## src/rtl/irq_ctrl.sv

```systemverilog
// Interrupt controller on a native valid/ready memory bus: synchronises peripheral
// interrupt lines, latches pending bits and arbitrates claims by lowest source index.
module irq_ctrl #(
    parameter int IRQ_NUM = 6
) (
    input  logic               clk_i,
    input  logic               rst_n_i,
    input  logic               mem_valid_i,
    input  logic [31:0]        mem_addr_i,
    input  logic [31:0]        mem_wdata_i,
    input  logic [3:0]         mem_wstrb_i,
    output logic [31:0]        mem_rdata_o,
    output logic               mem_ready_o,
    input  logic [IRQ_NUM-1:0] irq_i,
    output logic               irq_o
);

    typedef enum logic {
        IDLE = 1'b0,
        ACK  = 1'b1
    } state_t;

    state_t             state_r;
    logic               ready_r;
    logic               done_r;
    logic               irq_r;
    logic [31:0]        rdata_r;
    logic [IRQ_NUM-1:0] sync1_r, sync2_r, edge_r;
    logic [IRQ_NUM-1:0] ena_r, mode_r, pend_r, isv_r;

    logic               accept_s, is_write_s, wr_s, rd_s, claim_s, cmp_wr_s, found_s;
    logic [2:0]         sel_s;
    logic [3:0]         claim_id_s;
    logic [31:0]        rd_val_s;
    logic [IRQ_NUM-1:0] rise_s, active_s, claim_oh_s, claim_set_s, w1c_s;
    logic [IRQ_NUM-1:0] mode_chg_s, cmp_clr_s, pend_nxt_s;
    logic               unused_s;

    assign unused_s    = ^{mem_addr_i[31:5], mem_addr_i[1:0]};
    assign mem_ready_o = ready_r;
    assign mem_rdata_o = rdata_r;
    assign irq_o       = irq_r;

    // Bus decode, claim arbitration and next-state of the pending bits.
    always_comb begin
        accept_s   = (state_r == IDLE) && mem_valid_i && !done_r;
        is_write_s = (mem_wstrb_i != 4'h0);
        wr_s       = accept_s && mem_wstrb_i[0];
        rd_s       = accept_s && !is_write_s;
        sel_s      = mem_addr_i[4:2];
        rise_s     = sync2_r & ~edge_r;
        active_s   = pend_r & ena_r & ~isv_r;

        found_s    = 1'b0;
        claim_id_s = 4'd0;
        claim_oh_s = '0;
        for (int i = 0; i < IRQ_NUM; i++) begin
            if (active_s[i] && !found_s) begin
                found_s       = 1'b1;
                claim_oh_s[i] = 1'b1;
                claim_id_s    = 4'(i + 1);
            end else begin
                found_s = found_s;
            end
        end

        claim_s     = rd_s && (sel_s == 3'd3) && found_s;
        claim_set_s = claim_s ? claim_oh_s : '0;
        w1c_s       = (wr_s && (sel_s == 3'd2)) ? mem_wdata_i[IRQ_NUM-1:0] : '0;
        mode_chg_s  = (wr_s && (sel_s == 3'd1)) ? (mode_r ^ mem_wdata_i[IRQ_NUM-1:0]) : '0;
        cmp_wr_s    = wr_s && (sel_s == 3'd3);

        // A source whose mode flips starts clean; in edge mode a new edge beats any clear.
        for (int i = 0; i < IRQ_NUM; i++) begin
            cmp_clr_s[i] = cmp_wr_s && (mem_wdata_i == 32'(i + 1));
            if (mode_chg_s[i]) begin
                pend_nxt_s[i] = 1'b0;
            end else if (mode_r[i]) begin
                if (rise_s[i]) begin
                    pend_nxt_s[i] = 1'b1;
                end else if (w1c_s[i] || claim_set_s[i]) begin
                    pend_nxt_s[i] = 1'b0;
                end else begin
                    pend_nxt_s[i] = pend_r[i];
                end
            end else begin
                pend_nxt_s[i] = sync2_r[i];
            end
        end

        case (sel_s)
            3'd0:    rd_val_s = 32'(ena_r);
            3'd1:    rd_val_s = 32'(mode_r);
            3'd2:    rd_val_s = 32'(pend_r);
            3'd3:    rd_val_s = 32'(claim_id_s);
            3'd4:    rd_val_s = 32'(isv_r);
            default: rd_val_s = 32'h0;
        endcase
    end

    // Bus handshake FSM; done_r blocks re-acceptance until the master drops valid.
    always_ff @(posedge clk_i or negedge rst_n_i) begin
        if (!rst_n_i) begin
            state_r <= IDLE;
            ready_r <= 1'b0;
            rdata_r <= 32'h0;
            done_r  <= 1'b0;
        end else begin
            case (state_r)
                IDLE: begin
                    state_r <= accept_s ? ACK : IDLE;
                    ready_r <= accept_s;
                    rdata_r <= rd_s ? rd_val_s : 32'h0;
                end
                ACK: begin
                    state_r <= IDLE;
                    ready_r <= 1'b0;
                    rdata_r <= 32'h0;
                end
                default: begin
                    state_r <= IDLE;
                    ready_r <= 1'b0;
                    rdata_r <= 32'h0;
                end
            endcase
            if (accept_s) begin
                done_r <= 1'b1;
            end else if (!mem_valid_i) begin
                done_r <= 1'b0;
            end else begin
                done_r <= done_r;
            end
        end
    end

    // Two-flop synchroniser followed by the edge-detect history flop.
    always_ff @(posedge clk_i or negedge rst_n_i) begin
        if (!rst_n_i) begin
            sync1_r <= '0;
            sync2_r <= '0;
            edge_r  <= '0;
        end else begin
            sync1_r <= irq_i;
            sync2_r <= sync1_r;
            edge_r  <= sync2_r;
        end
    end

    // Software-visible registers and the aggregated interrupt output.
    always_ff @(posedge clk_i or negedge rst_n_i) begin
        if (!rst_n_i) begin
            ena_r  <= '0;
            mode_r <= '0;
            pend_r <= '0;
            isv_r  <= '0;
            irq_r  <= 1'b0;
        end else begin
            if (wr_s && (sel_s == 3'd0)) begin
                ena_r <= mem_wdata_i[IRQ_NUM-1:0];
            end else begin
                ena_r <= ena_r;
            end
            if (wr_s && (sel_s == 3'd1)) begin
                mode_r <= mem_wdata_i[IRQ_NUM-1:0];
            end else begin
                mode_r <= mode_r;
            end
            pend_r <= pend_nxt_s;
            isv_r  <= (isv_r | claim_set_s) & ~cmp_clr_s;
            irq_r  <= |active_s;
        end
    end

endmodule

```

## config.mk

```make
export PLATFORM = sky130hd
export DESIGN_NAME = irq_ctrl
export DESIGN_NICKNAME = d
export VERILOG_FILES = /design/src/rtl/irq_ctrl.sv
export SDC_FILE = /design/constraint.sdc
export NUM_CORES = 1
export LEC_CHECK = 0
export BUFFER_PORTS_ARGS = -buffer_cell sky130_fd_sc_hd__clkbuf_2
export CAP_MARGIN = 10
export CORE_ASPECT_RATIO = 0.7
export CORE_MARGIN = 4
export CORE_UTILIZATION = 48
export DETAILED_ROUTE_END_ITERATION = 10
export PLACE_DENSITY = 0.86
export SYNTH_ARGS = -nofsm -noshare
export SYNTH_HDL_FRONTEND = slang
export SYNTH_SLANG_ARGS = --single-unit
```

## constraint.sdc

```tcl
create_clock -name clk_i -period 1.8 [get_ports clk_i]
set_clock_uncertainty 0.1 [all_clocks]
set_input_delay 0.54 -clock clk_i [delete_from_list [all_inputs] [get_ports clk_i]]
set_output_delay 0.54 -clock clk_i [all_outputs]
set_load 0.01 [all_outputs]
```

### Word-level counts from Yosys, hierarchy flattened

Index checks and enable logic that the tools add are counted.

| operators by class | value |
|---|---|
| equal/unequal tests | 17 |
| multiplexer cells | 52 |
| bitwise gates (word level) | 10 |
| reduce and logical (&&, ||, !) cells | 37 |

Operators with widths:

| operator | number |
|---|---|
| 32-bit by 3-bit equality test with 1-bit output, second input constant | 3 |
| 32-bit by 2-bit equality test with 1-bit output, second input constant | 2 |
| 32-bit case mux with 2 select lines | 1 |
| 1-bit two-way mux | 39 |
| 32-bit by 1-bit equality test with 1-bit output, second input constant | 1 |
| 32-bit two-way mux | 1 |
| 6-bit case mux with 5 select lines | 1 |
| 6-bit AND | 4 |
| 4-bit by 1-bit inequality test with 1-bit output, second input constant | 6 |
| 1-bit logical AND | 21 |
| 6-bit two-way mux | 3 |
| 6-bit NOT | 3 |
| 4-bit two-way mux | 3 |
| 1-bit logical NOT | 7 |
| 3-bit by 2-bit equality test with 1-bit output, second input constant | 2 |
| 1-bit logical OR | 6 |
| 6-bit OR | 1 |
| 6-bit OR reduction | 1 |
| 6-bit XOR | 1 |
| 2-bit two-way mux | 2 |
| 1-bit case mux with 2 select lines | 2 |
| 4-bit nonzero test | 1 |
| 3-bit by 1-bit equality test with 1-bit output, second input constant | 1 |
| 3-bit equality test, second input constant | 1 |
| 3 further kinds | 3 |

| storage, ports and cells | value |
|---|---|
| register bits after elaboration | 78 |
| input bits | 77 |
| output and inout bits | 34 |
| logic and storage cells | 133 |

### Logic depth before layout (Yosys ltp)

Gate-level depths: netlist (run 1).

| logic depth | value |
|---|---|
| depth in word-level cells | 25 |
| depth in mapped cells | 7 |
| gate-level depth less buffers | 5 |

### Worst setup path after synthesis (run 1)

Ideal clock, no wire load.

| timing | value |
|---|---|
| kind | input to register |
| start point | in mem_addr_i[4] |
| end point | reg pend_r[4] |
| setup time | 122 ps |
| arrival time | 1,562 ps |
| required time | 1,578 ps |
| setup slack | 17 ps |
| stages on the path | 6 |
| path buffers | 1 |
| cells stage by stage | buf_4 and3b_1 nand3_1 nor3b_2 nor2b_1 a32o_1 |

| between the ends | value |
|---|---|
| word-level cells in the longest chain between the ends | 6 |
| elaborated cells on any way between the ends | 13 |
| classes of those cells | eq/ne: 4; mux: 4; reduce/logical: 5 |

Ends and longest elaborated chain:

| element | RTL line | text |
|---|---|---|
| start: declaration | 9 | `input logic [31:0] mem_addr_i,` |
| 3-bit by 2-bit equality test with 1-bit output | 67 | `claim_s = rd_s && (sel_s == 3'd3) && found_s;` |
| 1-bit logical AND (2 in series) | 67 |  |
| 6-bit two-way mux | 68 | `claim_set_s = claim_s ? claim_oh_s : '0;` |
| 1-bit logical OR | 81 | `end else if (w1c_s[i] \|\| claim_set_s[i]) begin` |
| 4-bit by 1-bit inequality test with 1-bit output (no line) | -- |  |
| end signal: assignment | 168 | `pend_r <= pend_nxt_s;` |
| end: declaration | 29 | `logic [IRQ_NUM-1:0] ena_r, mode_r, pend_r, isv_r;` |

Several ways; a longest one is shown, not always the timed one.
A chain may end at the register's enable or synchronous reset.

==> impl_summary.txt, run 1 <==
----------------------------------------------------
[Synthesis]
  Synthesized area divided by synthesized cell count ... 10.2 um2
  Largest family of logic cells by synthesized area ... simple AND/OR/NAND/NOR gates
  Largest cells by area after synthesis ... sky130_fd_sc_hd__dfrtp_1 (47%), sky130_fd_sc_hd__buf_4 (8.0%), sky130_fd_sc_hd__mux2_2 (4.5%), sky130_fd_sc_hd__nor2_1 (3.6%), sky130_fd_sc_hd__a21oi_1 (3.3%)
  Fraction of the mapped netlist area in simple logic gates ... 0.224
  Synth Cell Area ... 2730 um2
  Post-synth ARST share ... 1.00
  Flip-flop and latch count after synthesis ... 51
  Synth top area share ... 0.467
  Most numerous cell in the Yosys netlist ... sky130_fd_sc_hd__dfrtp_1
  Post-synthesis mux area share ... 0.0673
  Number of library cell types mapped by synthesis ... 54
  Dominant cell type by area after synthesis ... sky130_fd_sc_hd__dfrtp_1
  List of most frequent post-synthesis cells ... sky130_fd_sc_hd__dfrtp_1 (51), sky130_fd_sc_hd__buf_4 (29), sky130_fd_sc_hd__nor2_1 (26), sky130_fd_sc_hd__nand2_1 (19), sky130_fd_sc_hd__a21oi_1 (18)
  Number of standard cells after synthesis ... 267
  Primary flip-flop cell chosen by synthesis mapping ... sky130_fd_sc_hd__dfrtp_1
  Area share of fa/ha/maj cells after synthesis ... 0
  Count of flip-flops with a built-in enable after synthesis ... 0
  Compound-Gate Fraction of Synth Area ... 0.141
  Sequential share of the synthesized area ... 0.467
  Number of warnings printed during yosys synthesis ... 0
  Xor and xnor area share after synthesis ... 0

[Floorplanning]
  Die area ... 6980 um2
  Count of pins on the block boundary ... 111
  Std-Cell Core Area ... 5370 um2
  Starting utilization of the core area ... 0.509
  X dimension of the die ... 98.2 um
  DIE HEIGHT ... 71.1 um
  Number of standard-cell rows in the floorplan ... 22

[Critical path]
  Critical path fanouts, max ... 5
  Critical path cell sequence ... buf_6, nand4bb_4, nor4_4, buf_6, mux2_2
  Critical Path Start Type ... flop
  Levels on crit path ... 5
  Number of buffers and inverters on the critical path ... 2
  Longest individual stage delay on the worst path ... 0.43 ns
  Family with the most delay on the worst path ... simple AND/OR/NAND/NOR gates
  Arrival time reported for the critical path endpoint ... 1.89 ns
  Worst r2r path cells ... 5
  Data required time at the worst endpoint ... 1.90 ns
  CP Capture Type ... flop
  Class of the most critical setup path ... flop to flop
  Source of the worst register-to-register timing path ... mem_ready_o
  Slowest-stage cell, CP ... sky130_fd_sc_hd__dfrtp_1
  Critical path launch point ... mem_ready_o
  CP dominant cell by count ... sky130_fd_sc_hd__buf_6

[Placed design]
  Routability cong. ... 0.922
  Port-buffer cells ... 55
  Half-perimeter wire length after placement ... 5310 um

[Route]
  Vias post-DR ... 2386
  Iter 0 DRT Violations ... 182
  DR DRC count ... 0
  Wirelength, routed ... 6910 um
  Routed wire per std cell ... 15.8 um
  Pre-Repair DR Iteration Count ... 6
  Vias/cell ... 5.46
  Detail Route Antenna Nets ... 0

[Run]
  Max-capacitance violation count ... 0

[Final layout]
  Area of the multi-input gates ... 1320 um2
  Sequential cell area ... 1280 um2
  Ant diodes ... 0
  FILL cells ... 452
  Area growth from synthesis to layout ... 27.0%
  Nets@finish ... 441
  Share of post-route cells with drive strength above 1 ... 0.375

[STA]
  Final Hold Violating Endpoints ... 0
  Final Max Tran Viols ... 0
  Aggregate negative setup slack ... 0 ns
  Share of the clock period used by the worst path after layout ... 0.991
  Setup repair after global routing missed its margin ... yes
  Post-route minimum period ... 1.78 ns
  Max Freq ... 561 MHz
  Count of endpoints failing setup in the final report ... 0
  Worst hold margin ... 0.0881 ns

[Outcome]
  Result of the run ... complete, no violations

[Global route]
  Total routing usage reported by global routing ... 0.210
  Maximum number of pins on one net before global-route repair ... 52
  Vias in the first global route ... 2390
  Global-route congestion overflow total ... 0
  First-pass GRT wire length ... 11600 um
  Antenna violations before repair ... 0

[CTS]
  Clock latency on the worst-skew pair ... 0.32 ns
  Number of CTS-inserted buffers ... 5
  Clock Tree Root ... sky130_fd_sc_hd__clkbuf_8
  Post-CTS Hold Buffers ... 0
  Number of buffers between clock root and the deepest sink ... 2
  CTS sink cnt ... 51
  CTS tree ... built
  Clock input transition at the sequential cells of the worst setup and hold paths ... 0.10 ns
  Maximum level of the CTS H-tree ... 2

[Pwr]
  Worst VDD drop ... 582 uV
  Cell Pwr Density ... 791 nW/um2
  P_leak ... 0.00166 uW

[Worst hold path]
  Kind of path behind the tightest hold check ... input port to async pin

----------------------------------------------------
-- routing by layer --
layer,vias to the layer above,GRT usage,share of wire
li1,1109,-,-
met1,1150,0.272,0.43
met2,115,0.334,0.46
met3,12,0.0788,0.094
met4,0,0.0561,0.013
met5,-,0,0
-- through the flow --
stage / power [uW] / setup WS [ns] / util / std cells / area, um2
after global routing: 2890 / -0.0425 / 0.646 / 437 / 3470
after floorplan: 1720 / 0.0167 / - / 292 / 2830
after detailed placement: 1930 / -0.243 / 0.615 / 428 / 3300
after global placement: 1900 / -0.193 / 0.615 / 428 / 3300
final: 2740 / 0.0164 / 0.646 / 437 / 3470
after CTS: 2730 / 0.0267 / 0.636 / 436 / 3410
-- path summary, 6_finish.rpt --
path	endpoint	slack, ns
max	ena_r[1]	0.02
min	sync1_r[5]	0.09
max reg2reg	ena_r[1]	0.02
min reg2reg	sync2_r[2]	0.26
max in group asynchronous	done_r	1.26
min in group clk_i	sync1_r[0]	0.22
-- sequential cells by signal, summed over array words and instances, names as in the netlist --
signal,flops
ena_r,6
done_r,1
mode_r,6
edge_r,6
sync1_r,6
irq_o,1
mem_rdata_o,6
sync2_r,6
isv_r,6
mem_ready_o,1
pend_r,6
-- worst reg2reg max path, cell delays in order, from the launching register on --
cell	delay, ns
sky130_fd_sc_hd__dfrtp_1	0.43
sky130_fd_sc_hd__buf_6	0.14
sky130_fd_sc_hd__nand4bb_4	0.24
sky130_fd_sc_hd__nor4_4	0.27
sky130_fd_sc_hd__buf_6	0.18
sky130_fd_sc_hd__mux2_2	0.34
-- report_power, final --
part	total, uW	internal (uW)	switching, uW
logic	558	278	280
registers	1370	1260	114
clock network	811	414	397
total	2740	1950	791
-- area by class of cell --
type                       count  area share
timing repair buffer         101       0.188
clock buffer                   5      0.0198
sequential                    51       0.368
tap                           72      0.0260
inverter                       4     0.00433
clock inverter                 3      0.0126
multi-input combinational    201       0.381
-- layout by cell type, fill, tap and decap left out, drive strengths merged, types with 3 or more instances in the layout --
| master | netlist | final |
|---|---|---|
| nor2 | 26 | 26 |
| conb | 1 | 26 |
| clkbuf | 3 | 60 |
| buf | 33 | 46 |
| o22ai | 3 | 3 |
| nor4 | 10 | 10 |
| o21ai | 10 | 10 |
| a31oi | 4 | 4 |
| mux2i | 6 | 6 |
| and3b | 3 | 3 |
| a2bb2oi | 3 | 3 |
| inv | 4 | 4 |
| a21oi | 18 | 18 |
| dfrtp | 51 | 51 |
| nand2b | 3 | 3 |
| nand3b | 5 | 5 |
| nand4b | 3 | 3 |
| mux2 | 11 | 11 |
| nor3b | 5 | 5 |
| nand3 | 7 | 7 |
| nor3 | 5 | 5 |
| nand2 | 20 | 20 |
| nor2b | 6 | 6 |
-- cell families after synthesis --
| family | Yosys count |
|---|---|
| flip-flops | 51 |
| AO/OA/AOI/OAI | 57 |
| other | 1 |
| multiplexers | 17 |
| buffers and inverters | 40 |
| AND/OR/NAND/NOR | 101 |
-- what timing repair did --
| action | in CTS | in global routing |
|---|---|---|
| gates resized for setup | 1 | 8 |
| pin swaps | 0 | 2 |
| cloned | 0 | 0 |
| setup buffers | 0 | 1 |
| endpoints found under the setup margin | 5 | 11 |
No activity file was read; power rests on OpenSTA's default activity.
==> run 2, diff against run 1 <==
--- a/config.mk
+++ b/config.mk
@@ -5,12 +5,14 @@
 export SDC_FILE = /design/constraint.sdc
 export NUM_CORES = 1
 export LEC_CHECK = 0
+export ABC_AREA = 1
 export BUFFER_PORTS_ARGS = -buffer_cell sky130_fd_sc_hd__clkbuf_2
 export CAP_MARGIN = 10
 export CORE_ASPECT_RATIO = 0.7
 export CORE_MARGIN = 4
 export CORE_UTILIZATION = 48
 export DETAILED_ROUTE_END_ITERATION = 10
+export MAX_ROUTING_LAYER = met4
 export PLACE_DENSITY = 0.86
 export SYNTH_ARGS = -nofsm -noshare
 export SYNTH_HDL_FRONTEND = slang
==> run 2 against run 1 <==
Compared with the run above: maximum frequency grew 14%; synthesized area shrank 0.32%; register-to-register slack gained 0.22 ns; via count shrank 1.4%; die area shrank 0.30%; critical path type unchanged.
==> impl_summary.txt, run 2 <==
----------------------------------------------------
[Global route]
  Antenna violations before repair ... 0 (unchanged)
  First-pass GRT wire length ... 10100 um (-13%)
  Global-route congestion overflow total ... 0 (unchanged)
  Total routing usage reported by global routing ... 0.186 (-0.0236)
  Vias in the first global route ... 2176 (-9.0%)
  Maximum number of pins on one net before global-route repair ... 52 (unchanged)

[Final layout]
  Final core utilization ... 0.596 (-0.0504)
  Ant diodes ... 0 (unchanged)
  Area growth from synthesis to layout ... 17.5%
  Non-filler instance count after layout ... 482 (+10%)
  Most frequent cells in the layout ... sky130_fd_sc_hd__nand2_1 (74), sky130_fd_sc_hd__clkbuf_2 (55), sky130_fd_sc_hd__dfrtp_1 (51), sky130_fd_sc_hd__inv_1 (38), sky130_fd_sc_hd__nor2_1 (38)
  Share of post-route cells with drive strength above 1 ... 0.239 (-0.136)
  Most common cell after layout, fill and taps aside ... sky130_fd_sc_hd__nand2_1
  Nets@finish ... 486 (+10%)

[STA]
  Setup repair after global routing missed its margin ... no
  Final Hold Violating Endpoints ... 0 (unchanged)
  Aggregate negative setup slack ... 0 ns (unchanged)
  Post-route minimum period ... 1.56 ns (-0.220 ns)
  Final Max Tran Viols ... 0 (unchanged)
  Max Freq ... 639 MHz (+14%)
  Worst hold margin ... 0.111 ns (+0.0229 ns)
  Share of the clock period used by the worst path after layout ... 0.869 (-0.122)
  Worst-Margin Slew ... 0.527 ns
  Count of endpoints failing setup in the final report ... 0 (unchanged)
  Worst slew margin relative to its limit ... 0.648

[Pwr]
  Total internal power ... 1940 uW (-0.47%)
  Clock network fraction of design power ... 0.351 (+0.055)
  Cell Pwr Density ... 818 nW/um2 (+3.4%)
  P_leak ... 0.00167 uW (+0.74%)
  Part of the total power dissipated in sequential elements ... 0.505 (+0.004)
  Net Sw Frac ... 0.257 (-0.0311)
  Fraction of power consumed by combinational cells ... 0.144 (-0.060)
  Worst VDD drop ... 425 uV (-27%)
  Net Switching ... 673 uW (-15%)

[Synthesis]
  Synth Cell Area ... 2720 um2 (-0.32%)
  Primary flip-flop cell chosen by synthesis mapping ... sky130_fd_sc_hd__dfrtp_1
  Number of standard cells after synthesis ... 339 (+27%)
  Synth top area share ... 0.469 (+0.00150)
  Number of warnings printed during yosys synthesis ... 0 (unchanged)
  Count of flip-flops with a built-in enable after synthesis ... 0 (unchanged)
  Dominant cell type by area after synthesis ... sky130_fd_sc_hd__dfrtp_1
  List of most frequent post-synthesis cells ... sky130_fd_sc_hd__nand2_1 (74), sky130_fd_sc_hd__dfrtp_1 (51), sky130_fd_sc_hd__inv_1 (38), sky130_fd_sc_hd__nor2_1 (38), sky130_fd_sc_hd__buf_4 (27)
  Synthesized area divided by synthesized cell count ... 8.03 um2 (-21%)
  Largest cells by area after synthesis ... sky130_fd_sc_hd__dfrtp_1 (47%), sky130_fd_sc_hd__nand2_1 (10%), sky130_fd_sc_hd__buf_4 (7.4%), sky130_fd_sc_hd__inv_1 (5.2%), sky130_fd_sc_hd__nor2_1 (5.2%)
  Most numerous cell in the Yosys netlist ... sky130_fd_sc_hd__nand2_1
  Post-synth ARST share ... 1.00 (unchanged)
  Flip-flop and latch count after synthesis ... 51 (unchanged)
  Sequential share of the synthesized area ... 0.469 (+0.00150)
  Number of library cell types mapped by synthesis ... 34 (-37%)

[Critical path]
  Class of the most critical setup path ... flop to flop
  Worst R2R Setup Slack ... 0.24 ns (+0.22 ns)
  Worst r2r path cells ... 8 (+3)
  CP Capture Type ... flop
  Source of the worst register-to-register timing path ... mem_ready_o
  Critical Path Start Type ... flop
  Data required time at the worst endpoint ... 1.90 ns (about the same)
  Capturing point of the worst reg2reg path ... pend_r[1]
  Arrival time reported for the critical path endpoint ... 1.66 ns (-0.23 ns)
  Critical path fanouts, max ... 10 (+5)

[Route]
  Pre-Repair DR Iteration Count ... 5 (-1)
  Detail Route Antenna Nets ... 0 (unchanged)
  Vias post-DR ... 2352 (-1.4%)
  DR DRC count ... 0 (unchanged)
  Routed wire per std cell ... 12.7 um (-19%)
  Wirelength, routed ... 6150 um (-11%)
  Vias/cell ... 4.88 (-11%)
  Iter 0 DRT Violations ... 175 (-3.8%)

[CTS]
  Quantity of gates resized following cts ... 0 (-1)
  CTS tree ... built
  Number of buffers inserted to repair setup after CTS ... 0 (unchanged)
  Clock input transition at the sequential cells of the worst setup and hold paths ... 0.09 ns (about the same)
  Clock latency on the worst-skew pair ... 0.30 ns (-0.02 ns)
  Number of buffers between clock root and the deepest sink ... 2 (unchanged)
  Number of CTS-inserted buffers ... 5 (unchanged)
  Maximum level of the CTS H-tree ... 2 (unchanged)
  Post-CTS Hold Buffers ... 0 (unchanged)
  Clock Tree Root ... sky130_fd_sc_hd__clkbuf_8
  CTS sink cnt ... 51 (unchanged)

[Placed design]
  Cells after DPL ... 474 (+11%)
  Half-perimeter wire length after placement ... 4800 um (-9.6%)
  Port-buffer cells ... 55 (unchanged)
  Routability cong. ... 0.945 (+2.4%)

[Floorplanning]
  Starting utilization of the core area ... 0.507 (-0.00163)
  Count of pins on the block boundary ... 111 (unchanged)
  DIE HEIGHT ... 71.0 um (-0.15%)
  X dimension of the die ... 98.0 um (-0.15%)
  Die area ... 6960 um2 (-0.30%)
  Number of standard-cell rows in the floorplan ... 22 (unchanged)
  Std-Cell Core Area ... 5370 um2 (unchanged)

[Outcome]
  Result of the run ... complete, no violations

[Run]
  Max-capacitance violation count ... 0 (unchanged)

[Worst hold path]
  Kind of path behind the tightest hold check ... input port to async pin

----------------------------------------------------
-- run 2: cell types whose count changed in the layout (fill, tap and decap cells not counted), moves of 4 or more --
cell,delta
sky130_fd_sc_hd__a21oi_1,+4
sky130_fd_sc_hd__buf_4,-31
sky130_fd_sc_hd__inv_1,+34
sky130_fd_sc_hd__mux2_2,-9
sky130_fd_sc_hd__mux2i_1,-6
sky130_fd_sc_hd__nand2_1,+55
sky130_fd_sc_hd__nand3_1,+20
sky130_fd_sc_hd__nor2_1,+12
sky130_fd_sc_hd__nor2b_1,-6
sky130_fd_sc_hd__nor4_1,-4
sky130_fd_sc_hd__o21ai_1,+8
sky130_fd_sc_hd__o21ai_2,+6
-- run 2: area by class of cell --
type,instances,area [um2]
multi-input combinational,244,1170
timing repair buffer,67,378
inverter,40,150
sequential,51,1280
clock inverter,2,60.1
tap,72,90.1
clock buffer,6,72.6
fill,499,2170
-- run 2: critical path: stages, from the launching register on --
cell                      delay (ns)
sky130_fd_sc_hd__dfrtp_1        0.40
sky130_fd_sc_hd__inv_1          0.09
sky130_fd_sc_hd__nand3_4        0.10
sky130_fd_sc_hd__nor2_4         0.16
sky130_fd_sc_hd__nand2_2        0.21
sky130_fd_sc_hd__a21oi_1        0.22
sky130_fd_sc_hd__nor2_1         0.08
sky130_fd_sc_hd__nand3_1        0.07
sky130_fd_sc_hd__nand2_1        0.05
-- run 2: power by group through the flow --
stage               Sequential (uW)  Clock (uW)  Combinational [uW]
floorplan                      1320           0                 274
global placement               1330           0                 359
detailed placement             1340           0                 375
CTS                            1320         938                 378
global route                   1330         995                 433
finish                         1320         917                 377
-- run 2: metrics by stage --
stage	power, uW	setup WS, ns	area [um2]
after floorplan	1590	0.367	2820
after global placement	1690	0.0729	3070
after detailed placement	1710	0.0124	3070
after CTS	2630	0.228	3200
after global routing	2760	0.114	3200
final	2620	0.236	3200
-- run 2: worst max path at each step --
stage,from,endpoint,slack [ns]
after floorplan,mem_addr_i[3],ena_r[3],0.37
after global placement,mem_addr_i[4],isv_r[3],0.07
after detailed placement,mem_addr_i[3],isv_r[3],0.01
after CTS,mem_ready_o,pend_r[1],0.23
after global routing,mem_ready_o,pend_r[1],0.11
final,mem_ready_o,pend_r[1],0.24
-- run 2: logic make-up (layout without fill, tap and decap cells) --
logic type,count (synthesis),after routing,synth area share
simple gates,164,164,0.278
buf+inv,69,115,0.136
compound gates,54,54,0.116
flops,51,51,0.469
other cells,1,26,0.00138
-- run 2: per-layer routing --
metal | track usage | share of wire
met3 | 0.0414 | 0.082
met1 | 0.260 | 0.46
met4 | 0.0522 | 0.011
met5 | - | 0
met2 | 0.273 | 0.45
